--- src/rtl/pipe_hazard_ctrl_pkg.sv ---
// Shared definitions for the pipeline hazard controller and the decode-stage
// control logic: opcode constants, controller state encoding and small helpers.
package pipe_hazard_ctrl_pkg;

    localparam logic [6:0] OP_LUI   = 7'b0110111;
    localparam logic [6:0] OP_AUIPC = 7'b0010111;
    localparam logic [6:0] OP_JAL   = 7'b1101111;
    localparam logic [6:0] OP_R     = 7'b0110011;
    localparam logic [6:0] OP_S     = 7'b0100011;
    localparam logic [6:0] OP_B     = 7'b1100011;

    localparam int FCNT_W = 3;

    typedef enum logic [1:0] {
        ST_RUN      = 2'd0,
        ST_FLUSH    = 2'd1,
        ST_MEM_WAIT = 2'd2
    } state_t;

    typedef struct packed {
        logic pc_we;
        logic ifid_we;
        logic idex_we;
        logic ifid_flush;
        logic idex_bubble;
    } ctrl_t;

    localparam ctrl_t CTRL_RUN    = '{pc_we: 1'b1, ifid_we: 1'b1, idex_we: 1'b1,
                                      ifid_flush: 1'b0, idex_bubble: 1'b0};
    localparam ctrl_t CTRL_FREEZE = '{pc_we: 1'b0, ifid_we: 1'b0, idex_we: 1'b0,
                                      ifid_flush: 1'b0, idex_bubble: 1'b0};
    localparam ctrl_t CTRL_FLUSH  = '{pc_we: 1'b1, ifid_we: 1'b1, idex_we: 1'b1,
                                      ifid_flush: 1'b1, idex_bubble: 1'b1};
    localparam ctrl_t CTRL_LU     = '{pc_we: 1'b0, ifid_we: 1'b0, idex_we: 1'b1,
                                      ifid_flush: 1'b0, idex_bubble: 1'b1};
    localparam ctrl_t CTRL_RESET  = '{pc_we: 1'b0, ifid_we: 1'b0, idex_we: 1'b0,
                                      ifid_flush: 1'b1, idex_bubble: 1'b1};

    function automatic logic [4:0] rs1_field(input logic [31:0] inst);
        return inst[19:15];
    endfunction

    function automatic logic [4:0] rs2_field(input logic [31:0] inst);
        return inst[24:20];
    endfunction

endpackage

--- src/rtl/pipe_hazard_ctrl_src_use_decode.sv ---
// Which source register fields an opcode actually reads; purely combinational
// so the future decode-stage control unit can share it.
module src_use_decode
    import pipe_hazard_ctrl_pkg::*;
(
    input  logic [6:0] i_opcode,
    output logic       o_rs1_used,
    output logic       o_rs2_used
);

    logic w_no_rs1;
    logic w_has_rs2;

    always_comb begin
        w_no_rs1  = 1'b0;
        w_has_rs2 = 1'b0;
        case (i_opcode)
            OP_LUI, OP_AUIPC, OP_JAL: w_no_rs1  = 1'b1;
            default:                  w_no_rs1  = 1'b0;
        endcase
        case (i_opcode)
            OP_R, OP_S, OP_B:         w_has_rs2 = 1'b1;
            default:                  w_has_rs2 = 1'b0;
        endcase
    end

    assign o_rs1_used = ~w_no_rs1;
    assign o_rs2_used = w_has_rs2;

endmodule

--- src/rtl/pipe_hazard_ctrl.sv ---
// Decode-side sequencing controller: load-use bubbles, redirect flushes and
// whole-front-end freeze on data memory stalls, plus saturating perf counters.
module pipe_hazard_ctrl
    import pipe_hazard_ctrl_pkg::*;
#(
    parameter int FLUSH_CYCLES = 1,
    parameter int CNT_W        = 16
) (
    input  logic             clk,
    input  logic             rst_n,
    input  logic [31:0]      ifid_inst,
    input  logic             ifid_valid,
    input  logic [4:0]       idex_rd,
    input  logic             idex_mem_read,
    input  logic             idex_valid,
    input  logic             branch_taken,
    input  logic             dmem_busy,
    output logic             pc_we,
    output logic             ifid_we,
    output logic             ifid_flush,
    output logic             idex_we,
    output logic             idex_bubble,
    output logic [CNT_W-1:0] stall_cnt,
    output logic [CNT_W-1:0] flush_cnt
);

    localparam logic [FCNT_W-1:0] FC_LOAD   = FLUSH_CYCLES[FCNT_W-1:0];
    localparam logic              HAS_FLUSH = (FLUSH_CYCLES > 0);
    localparam logic [CNT_W-1:0]  CNT_ONE   = {{(CNT_W-1){1'b0}}, 1'b1};

    logic              w_rs1_used;
    logic              w_rs2_used;
    logic              w_rs1_hit;
    logic              w_rs2_hit;
    logic              w_lu;

    state_t            r_state;
    state_t            w_state_next;
    logic [FCNT_W-1:0] r_fcnt;
    logic [FCNT_W-1:0] w_fcnt_next;
    logic [CNT_W-1:0]  r_stall_cnt;
    logic [CNT_W-1:0]  r_flush_cnt;
    logic              w_stall_inc;
    logic              w_flush_inc;
    ctrl_t             w_ctrl;
    ctrl_t             w_ctrl_out;

    src_use_decode u_src_use_decode (
        .i_opcode   (ifid_inst[6:0]),
        .o_rs1_used (w_rs1_used),
        .o_rs2_used (w_rs2_used)
    );

    assign w_rs1_hit = w_rs1_used && (rs1_field(ifid_inst) == idex_rd);
    assign w_rs2_hit = w_rs2_used && (rs2_field(ifid_inst) == idex_rd);
    assign w_lu      = ifid_valid && idex_valid && idex_mem_read &&
                       (idex_rd != 5'd0) && (w_rs1_hit || w_rs2_hit);

    // Busy counts as lost time in every state; a squashed load-use still
    // registers as a hazard cycle even though no bubble is inserted for it.
    assign w_stall_inc = w_lu || dmem_busy;

    always_comb begin
        w_ctrl       = CTRL_RUN;
        w_state_next = r_state;
        w_fcnt_next  = r_fcnt;
        w_flush_inc  = 1'b0;
        case (r_state)
            ST_FLUSH: begin
                if (dmem_busy) begin
                    w_ctrl = CTRL_FREEZE;
                end else if (branch_taken) begin
                    w_ctrl      = CTRL_FLUSH;
                    w_flush_inc = 1'b1;
                    w_fcnt_next = FC_LOAD;
                end else begin
                    w_ctrl      = CTRL_FLUSH;
                    w_fcnt_next = r_fcnt - 1'b1;
                    if (r_fcnt <= 1) begin
                        w_state_next = ST_RUN;
                    end
                end
            end
            default: begin
                // MEM_WAIT decides exactly like RUN; it only records the freeze.
                if (dmem_busy) begin
                    w_ctrl       = CTRL_FREEZE;
                    w_state_next = ST_MEM_WAIT;
                end else if (branch_taken) begin
                    w_ctrl      = CTRL_FLUSH;
                    w_flush_inc = 1'b1;
                    if (HAS_FLUSH) begin
                        w_state_next = ST_FLUSH;
                        w_fcnt_next  = FC_LOAD;
                    end else begin
                        w_state_next = ST_RUN;
                    end
                end else if (w_lu) begin
                    w_ctrl       = CTRL_LU;
                    w_state_next = ST_RUN;
                end else begin
                    w_state_next = ST_RUN;
                end
            end
        endcase
    end

    always_ff @(posedge clk or negedge rst_n) begin
        if (!rst_n) begin
            r_state     <= ST_RUN;
            r_fcnt      <= '0;
            r_stall_cnt <= '0;
            r_flush_cnt <= '0;
        end else begin
            r_state <= w_state_next;
            r_fcnt  <= w_fcnt_next;
            if (w_stall_inc && !(&r_stall_cnt)) begin
                r_stall_cnt <= r_stall_cnt + CNT_ONE;
            end
            if (w_flush_inc && !(&r_flush_cnt)) begin
                r_flush_cnt <= r_flush_cnt + CNT_ONE;
            end
        end
    end

    // Reset overrides the Mealy outputs immediately, not at the next edge.
    assign w_ctrl_out  = rst_n ? w_ctrl : CTRL_RESET;
    assign pc_we       = w_ctrl_out.pc_we;
    assign ifid_we     = w_ctrl_out.ifid_we;
    assign idex_we     = w_ctrl_out.idex_we;
    assign ifid_flush  = w_ctrl_out.ifid_flush;
    assign idex_bubble = w_ctrl_out.idex_bubble;
    assign stall_cnt   = r_stall_cnt;
    assign flush_cnt   = r_flush_cnt;

endmodule

--- config.mk ---
export PLATFORM = sky130hd
export DESIGN_NAME = pipe_hazard_ctrl
export DESIGN_NICKNAME = d
export VERILOG_FILES = /design/src/rtl/pipe_hazard_ctrl_pkg.sv /design/src/rtl/pipe_hazard_ctrl_src_use_decode.sv /design/src/rtl/pipe_hazard_ctrl.sv
export SDC_FILE = /design/constraint.sdc
export NUM_CORES = 1
export LEC_CHECK = 0
export CORE_MARGIN = 5
export CORE_UTILIZATION = 46
export CTS_CLUSTER_SIZE = 20
export DETAILED_ROUTE_END_ITERATION = 8
export PLACE_DENSITY = 0.94
export SYNTH_ARGS = -nofsm -noshare
export SYNTH_HDL_FRONTEND = slang
export SYNTH_SLANG_ARGS = --single-unit
--- constraint.sdc ---
create_clock -name clk -period 5.81 [get_ports clk]
set_clock_uncertainty 0.05 [all_clocks]
set_input_delay 0.8715 -clock clk [delete_from_list [all_inputs] [get_ports clk]]
set_output_delay 0.8715 -clock clk [all_outputs]
set_load 0.02 [all_outputs]
==> impl_results.md <==
- Largest net degree at the start of global routing: around 40
- # setup viols final: 0
- Layout cells sized above 1: a little under 7%
- Reg2reg start: stall_cnt[6]
- Leak pwr: ~1.2 nW
- Seq/Total Area, Yosys: between 40% and 50%
- Detailed placement HPWL: 3.57 mm
- Req. time, crit path: 4.89 ns
- RSZ-0062 raised after global routing: no
- Residual DRC count: 0
- CTS root buf: clkbuf_8
- Layout fillers: ~340
- Post-Synth XOR/XNOR Area: between 15 and 20%
- Hold Violations, Final: 0
- Endpoint, Worst Hold: stall_cnt[7]
- Critical Path AT: around 3.3 ns
- Maximum vdd drop: ~0.23 mV
- Hold_ws: around 0.45 ns
- Rows: 23
- Layout Nets: around 310
- Worst setup path class: input pin to output pin
- Endpoint class of the critical path: output pin
- Ys flop type: dfrtp_1
- Total iterations of the first detailed-routing run: 4
- I/O pins: 81
- Status: completed
- Worst Hold Class: register to register
- IO buf count: 65
- Tightest Pin Transition: ~0.84 ns
- Vias per Instance: approximately 5.3
- Vias in the first global route: ~1,700
- Die area: between 0.005 and 0.006 mm2
- Mux contribution to synthesized area: 1.84%
- Period utilization: about 72%
- Post-synthesis cell type count: 39
- Clock Pin Slew Worst Setup and Hold Paths: 0.07 ns
- Synthesized Nets: around 250
- Max Clk Rate: ~0.24 GHz
- Num CTS Buffers: 5
- Iter 0 DRT Violations: roughly 70
- GPL Wtd Cong: about 0.8
- GRT overflow: 0
- Antenna violation net count after detailed routing: 0
- # Post-CTS Setup Buffers: 0
- Synth warn: 0
- FF+latch count, synth: 37
- Most common library cells after synthesis: dfrtp_1 (37), xor2_1 (22), nand2_1 (17), nor2_1 (15), xnor2_1 (14)
- Clk buf depth: 2
- Area share of fa/ha/maj cells after synthesis: ~2.5%
- Hold path depth: 1
- Post-synth top area cell: dfrtp_1
- Wirelength, routed: around 4.6 mm
- Min-delay src: stall_cnt[7]
- Core Region: a little over 0.004 mm2
- Largest family of logic cells by synthesized area: simple AND/OR/NAND/NOR gates
- Synthesized area: around 0.0020 mm2
- Finished Layout Cells: about 320
- Tot GR Track Use: around 18%
- Compound-Gate Fraction of Synth Area: approximately 8.6%
- Cell with the most instances after synthesis: dfrtp_1
- Wire per inst: approximately 15 um
- Final setup TNS: 0 ns
- Final Cell Area: around 0.0027 mm2
- Pwr dens: between 300 and 400 mW/mm2
- Avg Inst Size Synth: between 10 and 15 um2
- Post-synthesis cell count: 197
- Post-synthesis simple-gate area fraction: 20.3%
- Number of synthesized flops with an enable pin: 0
- Startpoint type of the worst setup path: input pin
- R2R setup slack: roughly 3.7 ns
- Synth area leaders: dfrtp_1 (47%), xor2_1 (9.8%), xnor2_1 (6.2%)
- R2r worst-path depth: 6
- Max Transition Viols Final: 0
- Placed Area: around 0.0027 mm2
- First-pass GRT wire length: between 7 and 8 mm
- Initial antenna violation count: 0
- Starting density of the core: roughly half
- Post-synth top area share: between 40% and 50%
- Ys async rst share: 100%
- R2R Path End: stall_cnt[1]
- Post-route minimum period: around 4.2 ns
- Post-layout util: 66.8%
- Relative slew slack: 44.1%
- CTS HTree Levels: 2
- Max Cap Viol: 0
- Post-CTS resize count: 0
- Die width: ~75 um
- Crit-path max FO: 4
- Clock sink total: 37
- Cells after DPL: 308
- Die Y: approximately 75 um
- # diodes: 0
- Layout area overhead: 38.6%
- TritonCTS clock tree: yes
- Clock latency at the later pin of the worst-skew pair: between 0.2 and 0.3 ns
- Hold-fix buffers at CTS: 0
- Vias post-DR: 1,688
per-layer routing:
| layer | vias up | GRT usage [%] | share of wire (%) |
|---|---|---|---|
| met4 | 0 | 5.05 | 1.5 |
| met5 | - | 0 | 0 |
| met1 | 825 | 20.0 | 40 |
| met2 | 41 | 32.1 | 53 |
| met3 | 7 | 5.94 | 5.6 |
| li1 | 815 | - | - |
worst max-delay path: stages:
cell and delay (ns):
clkdlybuf4s50_1 0.47, or4_1 0.54, o2111ai_1 0.23, a31o_2 0.15
a21oi_2 0.07, o21ai_0 0.14, and2_1 0.18, clkdlybuf4s50_1 0.62
per-stage QoR:
| step | worst slack (ns) | power, W |
|---|---|---|
| after floorplan | 2.57 | 0.000545 |
| after global placement | 1.65 | 0.000686 |
| after detailed placement | 1.62 | 0.000702 |
| after CTS | 1.62 | 0.000875 |
| after global routing | 1.45 | 0.000921 |
| final | 1.62 | 0.000866 |
worst max-delay path by stage:
| stage | startpoint | endpoint | slack [ns] | cells after the start |
|---|---|---|---|---|
| finish | idex_rd[0] | pc_we | 1.62 | 8 |
| CTS | idex_rd[3] | ifid_we | 1.62 | 8 |
| global placement | idex_rd[0] | ifid_we | 1.65 | 8 |
| floorplan | idex_rd[0] | pc_we | 2.57 | 7 |
| global route | idex_rd[0] | ifid_we | 1.45 | 8 |
| detailed placement | idex_rd[3] | ifid_we | 1.62 | 8 |
logic make-up (layout without fill, tap and decap cells):
family	Yosys count	in the layout
DFF	37	37
muxes	3	3
xor gates and xnor gates	36	36
AOI/OAI and AO/OA	22	22
adders and majority gates	4	4
and+or+nand+nor	79	79
buffers and inverters	16	85
layout make-up:
type                       instances  area, um2  area share (%)
timing repair buffer              65        646            23.6
tap                               50       62.6            2.29
multi-input combinational        144        972            35.6
sequential                        37        926            33.9
inverter                          12       45.0            1.65
clock buffer                       8       80.1            2.93
layout by cell type, fill, tap and decap left out, drive strengths merged:
master,netlist,layout
o2111ai,1,1
ha,4,4
nor3,12,12
xor2,22,22
a21o,1,1
o41ai,1,1
o21ai,9,9
mux2i,1,1
inv,12,12
nor2,16,16
o31ai,3,3
o22a,1,1
clkbuf,1,8
a21oi,2,2
nand4,9,9
nand2,17,17
nor2b,2,2
o311ai,1,1
or3,1,1
o22ai,1,1
clkdlybuf4s50,0,64
nand2b,3,3
nand3,10,10
or2,2,2
mux2,2,2
nor4,3,3
xnor2,14,14
and2,1,1
a31o,1,1
nor3b,2,2
buf,3,1
o21a,1,1
dfrtp,37,37
or4,1,1
state kept, by name (all words and copies together) (netlist names):
| name | count |
|---|---|
| stall_cnt | 16 |
| r_state | 2 |
| r_fcnt | 3 |
| flush_cnt | 16 |
where the power goes:
part	switching, W	leakage, nW	internal, W
combinational	0.000152	0.674	0.000161
clock	0.0000864	0.0395	0.0000852
sequential	0.0000683	0.464	0.000312
(Power assumes the default switching activity.)
